--- src/rtl/ids_bus_arbiter.sv ---
// ids_bus_arbiter
//   Two-master arbiter for the shared data-side bus. The core DMEM port and
//   the DMA port each request ownership. One master owns the bus at a time.
//   The owner's command is forwarded to the slave side. Read data, which
//   returns one cycle after the read strobe, is steered back to the master
//   that issued the read.
//   Ties go round-robin. A burst cap limits how long one master can keep the
//   bus while the other one is waiting.
// Ports
//   i_clk, i_rst_n                 clock, async active-low reset
//   i_core_* / o_core_*            core master: req, gnt, addr, read, write,
//                                  size, wdata, rdata
//   i_dma_*  / o_dma_*             DMA master, same set
//   o_slv_addr/read/write/size/wdata  command forwarded from the owner
//   i_slv_rdata                    slave read data, valid the cycle after o_slv_read
module ids_bus_arbiter #(
   parameter int XLEN      = 32,
   parameter int MAX_BURST = 16
) (
   input  logic            i_clk,
   input  logic            i_rst_n,
   input  logic            i_core_req,
   output logic            o_core_gnt,
   input  logic [XLEN-1:0] i_core_addr,
   input  logic            i_core_read,
   input  logic            i_core_write,
   input  logic [3:0]      i_core_size,
   input  logic [XLEN-1:0] i_core_wdata,
   output logic [XLEN-1:0] o_core_rdata,
   input  logic            i_dma_req,
   output logic            o_dma_gnt,
   input  logic [XLEN-1:0] i_dma_addr,
   input  logic            i_dma_read,
   input  logic            i_dma_write,
   input  logic [3:0]      i_dma_size,
   input  logic [XLEN-1:0] i_dma_wdata,
   output logic [XLEN-1:0] o_dma_rdata,
   output logic [XLEN-1:0] o_slv_addr,
   output logic            o_slv_read,
   output logic            o_slv_write,
   output logic [3:0]      o_slv_size,
   output logic [XLEN-1:0] o_slv_wdata,
   input  logic [XLEN-1:0] i_slv_rdata
);

   // The counter never needs to exceed MAX_BURST-1. Ownership moves as soon as it gets there.
   localparam int CW = (MAX_BURST > 1) ? $clog2(MAX_BURST) : 1;
   localparam logic [CW-1:0] CAP = CW'(MAX_BURST - 1);

   typedef enum logic [1:0] {S_IDLE, S_CORE, S_DMA} state_t;
   typedef enum logic [1:0] {RD_NONE, RD_CORE, RD_DMA} rd_own_t;

   state_t        state_q, state_d;
   rd_own_t       rd_owner_q, rd_owner_d;
   logic          last_dma_q, last_dma_d;   // 1: DMA owned last, so the core wins the next tie
   logic [CW-1:0] burst_cnt_q, burst_cnt_d;

   always_ff @(posedge i_clk or negedge i_rst_n) begin
      if (!i_rst_n) begin
         state_q     <= S_IDLE;
         rd_owner_q  <= RD_NONE;
         last_dma_q  <= 1'b1;
         burst_cnt_q <= '0;
      end else begin
         state_q     <= state_d;
         rd_owner_q  <= rd_owner_d;
         last_dma_q  <= last_dma_d;
         burst_cnt_q <= burst_cnt_d;
      end
   end

   // Next state and burst bookkeeping
   always_comb begin
      state_d     = state_q;
      last_dma_d  = last_dma_q;
      burst_cnt_d = burst_cnt_q;
      case (state_q)
         S_IDLE: begin
            burst_cnt_d = '0;
            if (i_core_req && i_dma_req) state_d = last_dma_q ? S_CORE : S_DMA;
            else if (i_core_req)         state_d = S_CORE;
            else if (i_dma_req)          state_d = S_DMA;
         end
         S_CORE: begin
            if (!i_core_req)                     state_d = i_dma_req ? S_DMA : S_IDLE;
            else if (i_dma_req && burst_cnt_q == CAP) state_d = S_DMA;
            // The counter only runs while the other master is waiting.
            if (i_dma_req) burst_cnt_d = burst_cnt_q + CW'(1);
         end
         S_DMA: begin
            if (!i_dma_req)                       state_d = i_core_req ? S_CORE : S_IDLE;
            else if (i_core_req && burst_cnt_q == CAP) state_d = S_CORE;
            if (i_core_req) burst_cnt_d = burst_cnt_q + CW'(1);
         end
         default: state_d = S_IDLE;
      endcase
      if (state_d != state_q) begin
         burst_cnt_d = '0;
         if (state_q == S_CORE) last_dma_d = 1'b0;
         if (state_q == S_DMA)  last_dma_d = 1'b1;
      end
   end

   assign o_core_gnt = (state_q == S_CORE);
   assign o_dma_gnt  = (state_q == S_DMA);

   // Forward the owner's command. A master's strobes count only while it holds req.
   always_comb begin
      o_slv_addr  = '0;
      o_slv_read  = 1'b0;
      o_slv_write = 1'b0;
      o_slv_size  = '0;
      o_slv_wdata = '0;
      rd_owner_d  = RD_NONE;
      case (state_q)
         S_CORE: begin
            o_slv_addr  = i_core_addr;
            o_slv_read  = i_core_read & i_core_req;
            o_slv_write = i_core_write & i_core_req;
            o_slv_size  = i_core_size;
            o_slv_wdata = i_core_wdata;
            if (i_core_read && i_core_req) rd_owner_d = RD_CORE;
         end
         S_DMA: begin
            o_slv_addr  = i_dma_addr;
            o_slv_read  = i_dma_read & i_dma_req;
            o_slv_write = i_dma_write & i_dma_req;
            o_slv_size  = i_dma_size;
            o_slv_wdata = i_dma_wdata;
            if (i_dma_read && i_dma_req) rd_owner_d = RD_DMA;
         end
         default: ;
      endcase
   end

   // Return data follows the issuer of the read. It ignores the current grant,
   // so a read made just before a handover still reaches the master that made it.
   assign o_core_rdata = (rd_owner_q == RD_CORE) ? i_slv_rdata : '0;
   assign o_dma_rdata  = (rd_owner_q == RD_DMA)  ? i_slv_rdata : '0;

endmodule

--- config.mk ---
export PLATFORM = sky130hd
export DESIGN_NAME = ids_bus_arbiter
export DESIGN_NICKNAME = d
export VERILOG_FILES = /design/src/rtl/ids_bus_arbiter.sv
export SDC_FILE = /design/constraint.sdc
export NUM_CORES = 1
export LEC_CHECK = 0
export ABC_AREA = 1
export CORE_AREA = 5 5 119 121
export DETAILED_ROUTE_END_ITERATION = 6
export DIE_AREA = 0 0 124 126
export PLACE_DENSITY = 0.58
export SYNTH_ARGS = -nofsm -noshare
export SYNTH_HDL_FRONTEND = slang
export SYNTH_SLANG_ARGS = --single-unit
--- constraint.sdc ---
create_clock -name i_clk -period 3.8 [get_ports i_clk]
set_input_delay 0.57 -clock i_clk [delete_from_list [all_inputs] [get_ports i_clk]]
set_output_delay 0.57 -clock i_clk [all_outputs]
set_load 0.01 [all_outputs]
# Word level (Yosys, flattened, before mapping)
# Index checks and enable logic that the tools add are counted.
# totals
word_cells,54
reg_bits,9
input_bits,176
output_inout_bits,136
# classes
n_addsub,1
n_eq_ne,8
n_mux,27
reduce_logical,10
bitwise,4
# op_table
operator,n
one-hot mux 32 bit (2 select lines),2
two-way mux 32 bit,2
two-way mux 2 bit,10
two-way mux 4 bit,3
one-hot mux 4 bit (3 select lines),1
one-hot mux 4 bit (2 select lines),1
one-hot mux 2 bit (3 select lines),1
logical AND 1 bit,5
adder 4 x 1 -> 4 bit (second input constant),1
AND 1 bit,4
equality test 2 x 1 -> 1 bit (second input constant),2
equality test 2 bit (second input constant),2
equality test 4 bit (second input constant),1
two-way mux 1 bit,4
one-hot mux 1 bit (2 select lines),2
one-hot mux 2 bit (2 select lines),1
nonzero test 4 bit,1
!= test 3 x 1 -> 1 bit (second input constant),1
!= test 3 x 2 -> 1 bit (second input constant),1
AND reduction 3 bit,1
zero test 2 bit,1
!= test 2 bit,1
AND reduction 2 bit,1
nonzero test 2 bit,1

# Logic depth before layout (Yosys ltp)
# logic_depth
depth_word,8
depth_mapped,14
ltp_nobuf,13

# Worst setup path before layout
# Ideal clock, no wire load.
# synth_path
path_kind,flip-flop to output port
from,register state_q[0]
to,output o_slv_read
setup_slack_ns,1.692
n_path_buf,2
path_stages_with_launch,7
t_required_ns,3.230
arrival_time_ns,1.538
path_cell_list,dfrtp_1 inv_1 ha_1 buf_2 clkbuf_1 nand3_1 o22ai_1
# synth_between
elab_chain_len,2
word_cells_on_any_way,3
cone_classes,eq/ne: 2; mux: 1
# synth_lines
element,line,source
"start, declared",53,"state_t state_q, state_d;"
"start signal, assigned",65,state_q <= state_d;
equality test 2 bit,--,
via o_dma_gnt,31,"output logic o_dma_gnt,"
one-hot mux 1 bit (2 select lines),115,case (state_q)
"end, declared",39,"output logic o_slv_read,"
# The timed path passes the listed nets, and every way through them passes these cells.

# Final worst setup path
# layout_path
from,register state_q[0]
to,output o_slv_wdata[17]
# layout_between
elab_chain_len,2
word_cells_on_any_way,3
cone_classes,eq/ne: 2; mux: 1
# layout_lines
element,line,source
equality test 2 bit or equality test 2 x 1 -> 1 bit (tied branches),115,
one-hot mux 32 bit (2 select lines) *,115,
"end, declared",42,"output logic [XLEN-1:0] o_slv_wdata,"
# Mark *: on every way between the ends. The rest lies on a longest branch, timed or not.

==> results.cfg <==
[run_status]
outcome = completed

[clock_network]
clk_path_buf_depth = 2
path_clk_slew_ns = 0.04
cts_tree = built
cts_buffers = 3
cts-htree-levels = 1
post-cts-setup-buffers = 0
clock_latency_ns = 0.24
root_buffer = clkbuf_16
cts_sinks = 9
hold_buffers = 0
cts_resized = 0

[worst_setup_path]
r2r-start = state_q[0]
cp.arrival_ns = 2.57
critical_path_class = reg2out
r2r_cells = 8
r2r-end = burst_cnt_q[3]
start_kind = flop
r2r_setup_slack_ns = 1.59
cp.required_ns = 3.23
crit_start = state_q[0]
end_kind = output pin
endpoint = o_slv_wdata[17]
crit_fanout = 44

[routing]
drc = 0
initialDrtViolationCount = 106
vias = 3708
avgViaCountPerCell = 4.18
routed_wirelength_um = 13300
wl_per_cell_um = 15.0
drt-pass1-iter-count = 4
ant_nets = 0

[power]
leakage_nw = 2.10
peakVddDrop_uv = 266
pwr_density_cell_nw_per_um2 = 449

[floorplan]
dieArea_um2 = 15600
core_um2 = 13000
die_w_um = 124
start_util_pct = 15.3
dieHeight_um = 126
rows = 42
io_pins = 312

[sta]
worst_pin_slew_ns = 0.700
tns_ns = 0
max_freq_ghz = 0.318
setup_ws_ns = 0.656
relSlewSlack_pct = 53.2
hold_viol_final = 0
skew_ns = 0.00488
period_share_pct = 82.7
whs_ns = 0.476
setup_viol = 0
period_needed_ns = 3.14
drv_slew = 0
rsz0062_at_grt = false

[synthesis]
synthMuxAreaShare_pct = 0
synthAdderAreaFrac_pct = 3.15
yosys.area_share.simple_pct = 50.8
synth-warning-count = 0
syn_avg_cell_area_um2 = 4.70
synth-compound-area-share_pct = 19.0
synth.top_cells.by_area = nand2_1 31%, a21oi_1 18%, nor2_1 14%, dfrtp_1 10%, inv_1 7.9%
synth_nets = 603
synth_xor_area_share_pct = 0.883
postSynthCellCount = 422
yosys.area.top_type = nand2_1
ys_ff_latch = 9
synth_top_family_by_area = simple AND/OR/NAND/NOR gates
synth_cell_types = 23
ys_seq_area_share_pct = 11.4
synth_area_um2 = 1980
synth_top_area_share_pct = 30.8

[placed_design]
pre_cts_slack_ns = 0.898
dp_hpwl_um = 11200
gp_congestion = 0.856
portBuffers = 311
placed_cells = 883

[global_routing]
grt_pass1_wl_um = 19500
grt_start_max_net_pins = 45
grt_usage_pct = 15.5
grt-ovfl-total = 0
grt_pass1_vias = 3649
antenna_found_initial = 0

[flow_run]
cap_viol_max_count = 0

[cells_and_area]
antenna-diode-count = 0
areaGrowthSynthToFinish_pct = 169
layoutNonFillerInstCount = 887
drive_gt1_share_pct = 2.81
postLayoutCoreUtil_pct = 41.1
fin_nets = 893

[hold_path]
hp-class = reg2reg
==> cells in the mapped netlist <==
library cell,n
buf_6,1
nor2_1,75
inv_1,42
nor2_2,1
a21oi_1,70
or2_2,1
dfrtp_1,8
nor3_2,2
nand2_2,1
nor3b_1,1
nand2_1,163
ha_1,5
o21ai_0,2
o21ai_1,1
buf_2,2
nand3_2,1
inv_2,2
clkbuf_1,28
dfstp_2,1
o22ai_1,2
xor2_1,2
nand3_1,8
nand4_1,3
==> metrics by stage <==
stage                     cell area (µm²)  power, mW
after floorplan                      1980       1.14
after global placement               5260       2.21
after detailed placement             5260       2.23
after CTS                            5340       2.44
after global routing                 5340       2.60
final                                5340       2.40
==> worst min-delay path by stage <==
stage | from | to | depth (start not counted)
final | last_dma_q | last_dma_q | 2
after global routing | last_dma_q | last_dma_q | 2
after CTS | last_dma_q | last_dma_q | 2
after detailed placement | last_dma_q | last_dma_q | 2
after global placement | last_dma_q | last_dma_q | 2
after floorplan | i_rst_n | burst_cnt_q[0] | 0
==> worst max-delay path, cell delays in order (launching register included) <==
cell and delay (ns):
dfrtp_1 0.42, inv_1 0.16, ha_2 0.61, buf_12 0.29
nand2_1 0.07, a21oi_1 0.19, clkdlybuf4s50_1 0.57
==> layer usage <==
layer	global-route usage, %	share of wire, %	up-vias
li1	-	-	1868
met1	16.5	35	1611
met2	29.0	50	217
met3	6.37	13	12
met4	2.06	1.1	0
met5	0	0	-
==> area by class of cell <==
type	instances	area (µm²)
Clock buffer	3	75.1
Clock inverter	1	5.00
Fill cell	1392	7640
Inverter	44	165
Multi-Input combinational cell	338	1470
Sequential cell	9	226
Tap cell	176	220
Timing Repair Buffer	316	3180
==> flip-flops by register name, summed over array words and instances (netlist names) <==
| name | cells |
|---|---|
| state_q | 2 |
| last_dma_q | 1 |
| burst_cnt_q | 4 |
| rd_owner_q | 2 |
==> placed cells by master, fill, tap and decap left out <==
| cell | n |
|---|---|
| nand4_1 | 3 |
| o21ai_0 | 2 |
| nor2_1 | 75 |
| inv_1 | 42 |
| clkbuf_16 | 3 |
| buf_4 | 3 |
| nor3b_1 | 1 |
| or2_2 | 1 |
| nand2_1 | 163 |
| buf_12 | 2 |
| ha_1 | 3 |
| o22ai_1 | 2 |
| dfrtp_1 | 8 |
| nor3_2 | 2 |
| clkdlybuf4s50_1 | 311 |
| clkinv_2 | 1 |
| o21ai_1 | 1 |
| a21oi_1 | 70 |
| nand3_1 | 8 |
| ha_2 | 2 |
| nand3_2 | 1 |
| inv_2 | 2 |
| dfstp_2 | 1 |
| nor2_2 | 1 |
| nand2_2 | 1 |
| xor2_1 | 2 |
==> report_power, final <==
part	switching (mW)	total [mW]	internal [mW]
clock	0.0548	0.194	0.139
combinational	1.12	2.06	0.948
sequential	0.0200	0.139	0.119
==> logic make-up after synthesis <==
kind of cell,Yosys count
AO/OA/AOI/OAI,75
XOR/XNOR,2
adder cells (fa/ha/maj),5
buffers and inverters,75
flip-flops,9
AND/OR/NAND/NOR,256
Power figures use the tool's default switching activity.
